--- src/rtl/axi_id_slot_alloc_if.sv ---
// Request/response bundle for the AXI ID slot allocator.
// Optional statistics outputs are present when AXI_ID_ALLOC_STATS_EN is defined.
interface axi_id_slot_alloc_if #(
  parameter int ID_IN_WIDTH = 6,
  parameter int ID_SLOT     = 16
);
  localparam int SLOT_W = (ID_SLOT > 1) ? $clog2(ID_SLOT) : 1;

  logic                   alloc_valid_i;
  logic [ID_IN_WIDTH-1:0] alloc_id_i;
  logic                   alloc_ready_o;
  logic [SLOT_W-1:0]      alloc_slot_o;
  logic                   free_valid_i;
  logic [SLOT_W-1:0]      free_slot_i;
  logic [ID_IN_WIDTH-1:0] free_id_o;
  logic                   free_err_o;
  logic [SLOT_W:0]        busy_cnt_o;
  logic                   full_o;
  logic                   drain_req_i;
  logic                   drain_done_o;

`ifdef AXI_ID_ALLOC_STATS_EN
  logic [31:0]            stall_cnt_o;
  logic [31:0]            hit_cnt_o;

  modport master (
    output alloc_valid_i, alloc_id_i, free_valid_i, free_slot_i, drain_req_i,
    input  alloc_ready_o, alloc_slot_o, free_id_o, free_err_o, busy_cnt_o,
           full_o, drain_done_o, stall_cnt_o, hit_cnt_o
  );

  modport slave (
    input  alloc_valid_i, alloc_id_i, free_valid_i, free_slot_i, drain_req_i,
    output alloc_ready_o, alloc_slot_o, free_id_o, free_err_o, busy_cnt_o,
           full_o, drain_done_o, stall_cnt_o, hit_cnt_o
  );
`else
  modport master (
    output alloc_valid_i, alloc_id_i, free_valid_i, free_slot_i, drain_req_i,
    input  alloc_ready_o, alloc_slot_o, free_id_o, free_err_o, busy_cnt_o,
           full_o, drain_done_o
  );

  modport slave (
    input  alloc_valid_i, alloc_id_i, free_valid_i, free_slot_i, drain_req_i,
    output alloc_ready_o, alloc_slot_o, free_id_o, free_err_o, busy_cnt_o,
           full_o, drain_done_o
  );
`endif
endinterface

--- src/rtl/axi_id_slot_alloc.sv ---
// AXI ID remap slot allocator: maps wide incoming IDs onto ID_SLOT outgoing
// slots, counts outstanding transactions per slot, releases slots on final
// responses and returns the original ID for the response path.
// A drain FSM (RUN/DRAIN/DONE) can block new allocations until the table empties.
// Optional statistics counters: define AXI_ID_ALLOC_STATS_EN.
module axi_id_slot_alloc #(
  parameter int ID_IN_WIDTH = 6,
  parameter int ID_SLOT     = 16,
  parameter int CNT_WIDTH   = 4
) (
  input  logic               clk_i,
  input  logic               rst_i,
  axi_id_slot_alloc_if.slave bus
);

  localparam int SLOT_W = (ID_SLOT > 1) ? $clog2(ID_SLOT) : 1;
  localparam int BUSY_W = SLOT_W + 1;
  localparam logic [CNT_WIDTH-1:0] CNT_MAX = '1;

  typedef enum logic [1:0] {
    ST_RUN   = 2'd0,
    ST_DRAIN = 2'd1,
    ST_DONE  = 2'd2
  } state_e;

  state_e state_q, state_d;

  // Per-slot table: original ID and outstanding transaction count.
  logic [ID_IN_WIDTH-1:0] id_q  [ID_SLOT];
  logic [CNT_WIDTH-1:0]   cnt_q [ID_SLOT];

  logic [ID_SLOT-1:0]     in_use;
  logic                   hit;
  logic [SLOT_W-1:0]      hit_slot;
  logic [CNT_WIDTH-1:0]   hit_cnt_val;
  logic                   free_found;
  logic [SLOT_W-1:0]      empty_slot;
  logic [BUSY_W-1:0]      busy_cnt;

  logic                   alloc_ready;
  logic [SLOT_W-1:0]      alloc_slot;
  logic                   accept;

  logic [ID_IN_WIDTH-1:0] free_id;
  logic                   free_cnt_nz;
  logic                   free_ok;
  logic                   free_err_d;
  logic                   free_err_q;

  logic [ID_SLOT-1:0]     acc_vec;
  logic [ID_SLOT-1:0]     fr_vec;

  // Saturating 32-bit increment for the statistics counters.
  function automatic logic [31:0] sat_inc32(input logic [31:0] v);
    return (v == 32'hFFFF_FFFF) ? v : v + 32'd1;
  endfunction

  // Counter step helpers; callers guarantee no wrap (ready gates increment,
  // free_ok gates decrement).
  function automatic logic [CNT_WIDTH-1:0] cnt_inc(input logic [CNT_WIDTH-1:0] v);
    return v + CNT_WIDTH'(1);
  endfunction

  function automatic logic [CNT_WIDTH-1:0] cnt_dec(input logic [CNT_WIDTH-1:0] v);
    return v - CNT_WIDTH'(1);
  endfunction

  // Lookup on registered state: ID hit, lowest free slot and busy population.
  // The loop runs from the top down so the lowest matching index wins.
  always_comb begin
    in_use      = '0;
    hit         = 1'b0;
    hit_slot    = '0;
    hit_cnt_val = '0;
    free_found  = 1'b0;
    empty_slot  = '0;
    busy_cnt    = '0;
    for (int i = ID_SLOT - 1; i >= 0; i--) begin
      in_use[i] = (cnt_q[i] != '0);
      if (in_use[i] && (id_q[i] == bus.alloc_id_i)) begin
        hit         = 1'b1;
        hit_slot    = SLOT_W'(i);
        hit_cnt_val = cnt_q[i];
      end
      if (!in_use[i]) begin
        free_found = 1'b1;
        empty_slot = SLOT_W'(i);
      end
      busy_cnt = busy_cnt + BUSY_W'(in_use[i]);
    end
  end

  // Slot choice and ready. An in-flight ID never moves to another slot, so a
  // saturated hit stalls rather than spilling over; non-RUN states block all.
  always_comb begin
    alloc_slot  = '0;
    alloc_ready = 1'b0;
    if (hit) begin
      alloc_slot  = hit_slot;
      alloc_ready = (hit_cnt_val != CNT_MAX);
    end else if (free_found) begin
      alloc_slot  = empty_slot;
      alloc_ready = 1'b1;
    end
    if (state_q != ST_RUN) begin
      alloc_ready = 1'b0;
    end
  end

  assign accept = bus.alloc_valid_i & alloc_ready;

  // Free-side lookup; an index outside the table matches nothing and so
  // behaves like a free to an empty slot.
  always_comb begin
    free_id     = '0;
    free_cnt_nz = 1'b0;
    for (int i = 0; i < ID_SLOT; i++) begin
      if (bus.free_slot_i == SLOT_W'(i)) begin
        free_id     = id_q[i];
        free_cnt_nz = (cnt_q[i] != '0);
      end
    end
  end

  assign free_ok    = bus.free_valid_i & free_cnt_nz;
  assign free_err_d = bus.free_valid_i & ~free_cnt_nz;

  // Per-slot accept/free strobes feeding the table update.
  always_comb begin
    acc_vec = '0;
    fr_vec  = '0;
    for (int i = 0; i < ID_SLOT; i++) begin
      acc_vec[i] = accept  && (alloc_slot       == SLOT_W'(i));
      fr_vec[i]  = free_ok && (bus.free_slot_i  == SLOT_W'(i));
    end
  end

  // Table update. Accept and free on the same slot cancel out; a miss
  // claims the slot with count 1, a hit bumps the count, a free decrements it.
  always_ff @(posedge clk_i or posedge rst_i) begin
    if (rst_i) begin
      for (int i = 0; i < ID_SLOT; i++) begin
        id_q[i]  <= '0;
        cnt_q[i] <= '0;
      end
    end else begin
      for (int i = 0; i < ID_SLOT; i++) begin
        if (acc_vec[i] && !fr_vec[i]) begin
          if (hit) begin
            cnt_q[i] <= cnt_inc(cnt_q[i]);
          end else begin
            id_q[i]  <= bus.alloc_id_i;
            cnt_q[i] <= CNT_WIDTH'(1);
          end
        end else if (fr_vec[i] && !acc_vec[i]) begin
          cnt_q[i] <= cnt_dec(cnt_q[i]);
        end
      end
    end
  end

  // Registered single-cycle error pulse for frees to empty/invalid slots.
  always_ff @(posedge clk_i or posedge rst_i) begin
    if (rst_i) begin
      free_err_q <= 1'b0;
    end else begin
      free_err_q <= free_err_d;
    end
  end

  // Drain FSM state register.
  always_ff @(posedge clk_i or posedge rst_i) begin
    if (rst_i) begin
      state_q <= ST_RUN;
    end else begin
      state_q <= state_d;
    end
  end

  // Drain FSM next state: RUN -> DRAIN on request, DRAIN -> DONE once empty,
  // back to RUN whenever the request drops.
  always_comb begin
    state_d = state_q;
    case (state_q)
      ST_RUN: begin
        if (bus.drain_req_i) begin
          state_d = ST_DRAIN;
        end
      end
      ST_DRAIN: begin
        if (!bus.drain_req_i) begin
          state_d = ST_RUN;
        end else if (busy_cnt == '0) begin
          state_d = ST_DONE;
        end
      end
      ST_DONE: begin
        if (!bus.drain_req_i) begin
          state_d = ST_RUN;
        end
      end
      default: state_d = ST_RUN;
    endcase
  end

  assign bus.alloc_ready_o = alloc_ready;
  assign bus.alloc_slot_o  = alloc_slot;
  assign bus.free_id_o     = free_id;
  assign bus.free_err_o    = free_err_q;
  assign bus.busy_cnt_o    = busy_cnt;
  assign bus.full_o        = &in_use;
  assign bus.drain_done_o  = (state_q == ST_DONE);

`ifdef AXI_ID_ALLOC_STATS_EN
  logic [31:0] stall_cnt_q;
  logic [31:0] hit_cnt_q;

  // Statistics: stalled request cycles and accepted hits, both saturating.
  always_ff @(posedge clk_i or posedge rst_i) begin
    if (rst_i) begin
      stall_cnt_q <= '0;
      hit_cnt_q   <= '0;
    end else begin
      if (bus.alloc_valid_i && !alloc_ready) begin
        stall_cnt_q <= sat_inc32(stall_cnt_q);
      end
      if (accept && hit) begin
        hit_cnt_q <= sat_inc32(hit_cnt_q);
      end
    end
  end

  assign bus.stall_cnt_o = stall_cnt_q;
  assign bus.hit_cnt_o   = hit_cnt_q;
`endif

endmodule

--- src/flat_wrapper.sv ---
// flat-port wrapper written by rule: the top's interface ports become plain ports
module axi_id_slot_alloc_flat 
#(
  parameter int ID_IN_WIDTH = 6,
  parameter int ID_SLOT     = 16,
  parameter int CNT_WIDTH   = 4
)
  (clk_i, rst_i, bus_alloc_valid_i, bus_alloc_id_i, bus_free_valid_i, bus_free_slot_i, bus_drain_req_i, bus_alloc_ready_o, bus_alloc_slot_o, bus_free_id_o, bus_free_err_o, bus_busy_cnt_o, bus_full_o, bus_drain_done_o);
  axi_id_slot_alloc_if #(.ID_IN_WIDTH(ID_IN_WIDTH), .ID_SLOT(ID_SLOT)) bus_i ();
  input  logic clk_i;
  input  logic rst_i;
  input wire logic [$bits(bus_i.alloc_valid_i)-1:0] bus_alloc_valid_i;
  input wire logic [$bits(bus_i.alloc_id_i)-1:0] bus_alloc_id_i;
  input wire logic [$bits(bus_i.free_valid_i)-1:0] bus_free_valid_i;
  input wire logic [$bits(bus_i.free_slot_i)-1:0] bus_free_slot_i;
  input wire logic [$bits(bus_i.drain_req_i)-1:0] bus_drain_req_i;
  output wire logic [$bits(bus_i.alloc_ready_o)-1:0] bus_alloc_ready_o;
  output wire logic [$bits(bus_i.alloc_slot_o)-1:0] bus_alloc_slot_o;
  output wire logic [$bits(bus_i.free_id_o)-1:0] bus_free_id_o;
  output wire logic [$bits(bus_i.free_err_o)-1:0] bus_free_err_o;
  output wire logic [$bits(bus_i.busy_cnt_o)-1:0] bus_busy_cnt_o;
  output wire logic [$bits(bus_i.full_o)-1:0] bus_full_o;
  output wire logic [$bits(bus_i.drain_done_o)-1:0] bus_drain_done_o;
  assign bus_i.alloc_valid_i = bus_alloc_valid_i;
  assign bus_i.alloc_id_i = bus_alloc_id_i;
  assign bus_i.free_valid_i = bus_free_valid_i;
  assign bus_i.free_slot_i = bus_free_slot_i;
  assign bus_i.drain_req_i = bus_drain_req_i;
  assign bus_alloc_ready_o = bus_i.alloc_ready_o;
  assign bus_alloc_slot_o = bus_i.alloc_slot_o;
  assign bus_free_id_o = bus_i.free_id_o;
  assign bus_free_err_o = bus_i.free_err_o;
  assign bus_busy_cnt_o = bus_i.busy_cnt_o;
  assign bus_full_o = bus_i.full_o;
  assign bus_drain_done_o = bus_i.drain_done_o;
  axi_id_slot_alloc #(.ID_IN_WIDTH(ID_IN_WIDTH), .ID_SLOT(ID_SLOT), .CNT_WIDTH(CNT_WIDTH)) u_core (.clk_i(clk_i), .rst_i(rst_i), .bus(bus_i));
endmodule
--- config.mk ---
export PLATFORM = sky130hd
export DESIGN_NAME = axi_id_slot_alloc_flat
export DESIGN_NICKNAME = d
export VERILOG_FILES = /design/src/rtl/axi_id_slot_alloc_if.sv /design/src/rtl/axi_id_slot_alloc.sv /design/src/flat_wrapper.sv
export SDC_FILE = /design/constraint.sdc
export NUM_CORES = 1
export LEC_CHECK = 0
export CORE_UTILIZATION = 50
export CTS_CLUSTER_DIAMETER = 80
export CTS_CLUSTER_SIZE = 10
export DETAILED_ROUTE_END_ITERATION = 10
export GPL_TIMING_DRIVEN = 0
export PLACE_DENSITY = 0.79
export SLEW_MARGIN = 20
export SYNTH_ARGS = -nofsm -noshare
export SYNTH_HDL_FRONTEND = slang
export SYNTH_SLANG_ARGS = --single-unit
--- constraint.sdc ---
create_clock -name clk_i -period 5.82 [get_ports clk_i]
set_input_delay 1.455 -clock clk_i [delete_from_list [all_inputs] [get_ports clk_i]]
set_output_delay 1.455 -clock clk_i [all_outputs]
set_load 0.05 [all_outputs]
Yosys cells after proc, flatten, opt, wreduce, memory -nomap -nowiden
Cells that the tools add are included.

word-level totals
  flip-flop bits (word level) = 163
  word-level logic and storage cells = 475
  input port bits = 15

cells by class
  bitwise gates (word level) = 5
  add/sub/neg operators = 47
  muxes and demuxes = 170
  equality and inequality tests = 52
  reductions and logical operators = 167

operators with widths
  cell                                               count
  two-way mux 4 bit                                  98
  == test 6 bit                                      16
  two-way mux 6 bit                                  16
  logical AND 1 bit                                  80
  adder 5 x 1 -> 5 bit                               14
  adder 4 x 1 -> 4 bit (second input constant)       16
  == test 4 bit (second input constant)              16
  nonzero test 4 bit                                 16
  subtractor 4 x 1 -> 4 bit (second input constant)  16
  two-way mux 1 bit                                  51
  nonzero test 2 bit                                 17
  == test 4 x 3 -> 1 bit (second input constant)     8
  logical NOT 1 bit                                  32
  AND reduction 2 bit                                16
  == test 4 x 2 -> 1 bit (second input constant)     4
  AND reduction 16 bit                               1
  == test 4 x 1 -> 1 bit (second input constant)     2
  logical NOT 4 bit                                  2
  two-way mux 2 bit                                  4
  case mux 2 bit (3 select lines)                    1
  logical NOT 5 bit                                  1
  != test 2 bit (second input constant)              2
  != test 4 bit (second input constant)              1
  AND 1 bit                                          3
  7 further kinds                                    8

Logic depth before layout (Yosys ltp)
  depth in word-level cells = 27
  mapped depth = 21
  mapped depth without buffers = 19

Least setup slack after synthesis
OpenSTA, ideal clock, no wires.

  kind = register to output
  from = reg u_core.cnt_q[4] in the netlist's numbering
  to = out bus_busy_cnt_o[2]
  stages on the path, launching flop included = 13
  arrival time = 5.277 ns
  setup slack = -0.912 ns
  cell sequence = dfrtp_1 -> inv_1 -> ha_1 -> nor3b_1 -> inv_1 -> ha_1 -> fa_1 -> fa_1 -> fa_1 -> fa_1 -> fa_1 -> fa_1 -> xor2_1

on the way
  longest elaborated chain between the ends = 16

ends and longest elaborated chain
  element                              line                      source
  start: declaration                   axi_id_slot_alloc.sv:30   logic [CNT_WIDTH-1:0] cnt_q [ID_SLOT];
  start signal: indexed assignment     axi_id_slot_alloc.sv:150  cnt_q[i] <= cnt_inc(cnt_q[i]);
  start signal: indexed assignment     axi_id_slot_alloc.sv:156  cnt_q[i] <= cnt_dec(cnt_q[i]);
  nonzero test 4 bit                   axi_id_slot_alloc.sv:79   in_use[i] = (cnt_q[i] != '0);
  adder 1 x 1 -> 2 bit                 axi_id_slot_alloc.sv:89   busy_cnt = busy_cnt + BUSY_W'(in_use[i]);
  adder 5 x 1 -> 5 bit (14 in series)  axi_id_slot_alloc.sv:89
  end: declaration                     flat_wrapper.sv:21        output wire logic [$bits(bus_i.busy_cnt_o)-1:0] bus_busy_cnt_o;

Every way passes these cells.

Worst setup path after layout
  from = reg u_core.cnt_q[0] in the netlist's numbering
  to = out bus_busy_cnt_o[4]

The elaborated chain is that of the path after synthesis.

==> results.py <==
metrics = {
    "route": {
        "drc": 0,
        "vias": 11600,
        "drt_iter0_markers": 1406,
        "first_pass_iters": 7,
        "antenna_left": 0,
        "wirelength_um": 39100,
        "routedWlPerCell_um": 22.0,
        "vias_per_cell": 6.52,
    },
    "floorplan": {
        "design.die.area_um2": 25500,
        "die_x_um": 160,
        "initial_core_util_pct": 51.0,
        "core_um2": 24400,
        "die_height_um": 160,
        "ios": 34,
        "rows": 57,
    },
    "sta": {
        "worstMarginPinSlew_ns": 0.919,
        "rsz0062_at_grt": "true",
        "fin_ws_ns": -0.526,
        "period_share_pct": 109,
        "finalSetupViolations": 6,
        "max_freq_ghz": 0.158,
        "hold_viol": 0,
        "max_slew_margin_pct": 38.2,
        "fin_worst_skew_ns": 0.0204,
        "min_period_ns": 6.35,
        "finalMaxSlewViolations": 0,
    },
    "job": {
        "drv_cap": 0,
    },
    "grt": {
        "grt_max_degree": 36,
        "grtUsageTotal_pct": 30.8,
        "gr-total-overflow": 0,
        "grt_pass1_vias": 11000,
        "grt_pass1_wl_um": 60700,
        "antenna_found_initial": 0,
    },
    "synth": {
        "syn_nets": 1448,
        "syn_area_per_cell_um2": 9.11,
        "synth_edf_count": 0,
        "synth.distinct_cells": 84,
        "postSynthCellCount": 1366,
        "synth-seq-cells": 163,
        "syn-cell-area_um2": 12400,
        "seq_area_frac_synth_pct": 32.8,
        "synth-warning-count": 0,
        "ys.flop_type": "dfrtp_1",
        "async_reset_ff_share_pct": 100,
    },
    "critical_path": {
        "r2r.worst_path.cells": 15,
        "start_kind": "flip-flop",
        "path_cells": "inv_2 -> ha_4 -> or3b_4 -> ha_4 -> fa_1 -> fa_1 -> fa_1 -> fa_1 -> fa_2 -> fa_2 -> a21o_1 -> nand2_2 -> clkinvlp_4 -> buf_6",
        "worstPathArrival_ns": 4.89,
        "crit_path_end_kind": "output port",
        "crit_path_frequent_cell": "fa_1",
        "cp_slowest_stage_delay_ns": 0.51,
        "critPathSlowestCell": "fa_1",
        "worstPathRequired_ns": 4.37,
        "path_class": "flip-flop to output port",
        "path_max_fanout": 2,
    },
    "placed_design": {
        "place_hpwl_um": 28600,
        "place_inst": 1721,
        "place_area_um2": 13300,
        "numPortBuffers": 25,
        "gp_congestion": 0.979,
    },
    "clocking": {
        "tritoncts": "done",
        "max-clock-path-buffers": 2,
        "cts.clk_slew.worst_paths_ns": 0.07,
        "cts_buffers": 17,
        "clkSinkCount": 163,
        "insertion_delay_ns": 0.46,
        "clock-root-buffer": "clkbuf_16",
        "htreeDepth": 4,
    },
    "final_layout": {
        "nNetsFinal": 1520,
        "fin_area_um2": 14300,
        "drive_above_1_share_pct": 18.1,
        "nFillCells": 2084,
        "final_cells": 1775,
        "layout_commonest_cell": "dfrtp_1",
        "area_delta_synth_final_pct": 14.7,
        "most-common-layout-cells": "dfrtp_1, nor2_1, nand2_1",
        "num_antenna_cells": 0,
    },
    "run_status": {
        "violations": "negative setup slack",
        "status": "complete, but fails checks",
    },
    "min_path": {
        "whs_path_depth": 1,
        "hp-class": "flip-flop to flip-flop",
    },
    "pwr": {
        "leakage_uw": 0.00632,
        "irDropWorstVdd_uv": 955,
        "cellPowerDensity_nw_per_um2": 606,
    },
}
## layer usage
layer / part of all wire [%] / track usage (%) / vias to the layer above
met5: 0 / 0 / -
met1: 40 / 39.6 / 5589
met3: 11 / 7.53 / 144
met4: 3.9 / 13.4 / 0
li1: - / - / 5090
met2: 46 / 49.2 / 751
## power breakdown
group	switching [uW]	leakage [uW]	internal, uW
clock network	588	0.000308	628
registers	491	0.00211	1540
logic	3330	0.00390	2070
total	4410	0.00632	4240
## state kept, by name (all words and copies together) (netlist names)
name / count
u_core.cnt_q: 64
u_core.state_q: 2
u_core.id_q: 96
u_core.bus.free_err_o: 1
## repair_timing
item,in CTS,in global routing
endpoints found under the setup margin,14,16
pin swaps,2,4
hold buffers,0,0
setup buffers,10,12
resized for setup,90,30
## Yosys cell counts (4+ instances only)
| library cell | count | area, um2 |
|---|---|---|
| a211oi_1 | 22 | 165 |
| a21oi_1 | 71 | 355 |
| a221oi_1 | 7 | 61.3 |
| a22oi_1 | 5 | 37.5 |
| a31oi_1 | 30 | 188 |
| a32oi_1 | 4 | 35.0 |
| and2_1 | 4 | 25.0 |
| and3_1 | 15 | 93.8 |
| and4_1 | 4 | 35.0 |
| buf_1 | 16 | 60.1 |
| buf_2 | 7 | 35.0 |
| buf_4 | 6 | 45.0 |
| buf_6 | 15 | 169 |
| clkbuf_1 | 46 | 173 |
| dfrtp_1 | 163 | 4080 |
| fa_1 | 10 | 200 |
| ha_1 | 57 | 713 |
| inv_1 | 65 | 244 |
| mux2_1 | 31 | 349 |
| mux2_2 | 72 | 811 |
| mux2i_1 | 14 | 140 |
| mux4_2 | 8 | 180 |
| nand2_1 | 103 | 387 |
| nand2_4 | 10 | 113 |
| nand3_1 | 49 | 245 |
| nand4_1 | 25 | 156 |
| nor2_1 | 133 | 499 |
| nor2b_1 | 21 | 131 |
| nor3_1 | 27 | 135 |
| nor3_2 | 4 | 40.0 |
| nor3b_1 | 5 | 37.5 |
| nor3b_2 | 5 | 62.6 |
| nor4_1 | 15 | 93.8 |
| nor4_2 | 7 | 87.6 |
| o211ai_1 | 4 | 30.0 |
| o21ai_0 | 54 | 270 |
| o22ai_1 | 7 | 43.8 |
| o31ai_1 | 45 | 338 |
| or3_1 | 4 | 25.0 |
| or4_1 | 13 | 97.6 |
| xnor2_1 | 52 | 455 |
| xor2_1 | 46 | 403 |
## worst max-delay path: cells and delay by family (launching register included)
kind | cells | cell delay (ns)
AND/OR/NAND/NOR | 2 | 0.50
buffers and inverters | 3 | 0.32
flip-flops | 1 | 0.41
AO/OA/AOI/OAI | 1 | 0.19
adder cells (fa/ha/maj) | 8 | 3.02
## per-stage QoR
| stage | hold slack [ns] | utilization, % | power, uW | setup TNS, ns | setup slack [ns] |
|---|---|---|---|---|---|
| finish | 0.524 | 58.5 | 8650 | -2.00 | -0.526 |
| global route | 0.545 | 58.5 | 9110 | -2.38 | -0.621 |
| CTS | 0.520 | 57.9 | 8440 | -1.84 | -0.511 |
| detailed placement | 0.505 | 54.6 | 7010 | -19.82 | -1.33 |
| global placement | 0.500 | 54.0 | 6860 | -17.25 | -1.35 |
| floorplan | 0.475 | - | 5580 | -0.0696 | -0.0696 |
## layout make-up
cell class,count,area [um2],area share [%]
Tap cell,324,405,2.84
Clock inverter,15,210,1.47
Sequential cell,163,4080,28.6
Multi-Input combinational cell,1046,7820,54.7
Buffer,90,512,3.58
Clock buffer,17,425,2.98
Timing Repair Buffer,53,564,3.95
Inverter,67,263,1.84
## kinds of logic after synthesis
kind of cell	after synthesis	synth area share, %
muxes	125	11.9
adders and majority gates	67	7.34
and+or+nand+nor	467	20.0
AOI/OAI and AO/OA	289	15.3
buffers and inverters	157	5.89
xor gates and xnor gates	98	6.89
DFF	163	32.8
## path summary, 6_finish.rpt
| kind | slack (ns) | end | start |
|---|---|---|---|
| worst max-delay path | -0.53 | bus_busy_cnt_o[4] | u_core.cnt_q[0]$_DFFE_PP0P_ |
| worst min-delay path | 0.52 | u_core.cnt_q[59]$_DFFE_PP0P_ | u_core.cnt_q[59]$_DFFE_PP0P_ |
| worst max register to register | 0.79 | u_core.id_q[34]$_DFFE_PP0P_ | u_core.cnt_q[41]$_DFFE_PP0P_ |
| worst min register to register | 0.52 | u_core.cnt_q[59]$_DFFE_PP0P_ | u_core.cnt_q[59]$_DFFE_PP0P_ |
| max in group asynchronous | 3.36 | u_core.cnt_q[0]$_DFFE_PP0P_ | rst_i |
| min in group asynchronous | 1.37 | u_core.cnt_q[59]$_DFFE_PP0P_ | rst_i |
Note: power is estimated with default switching activity, not from simulation.
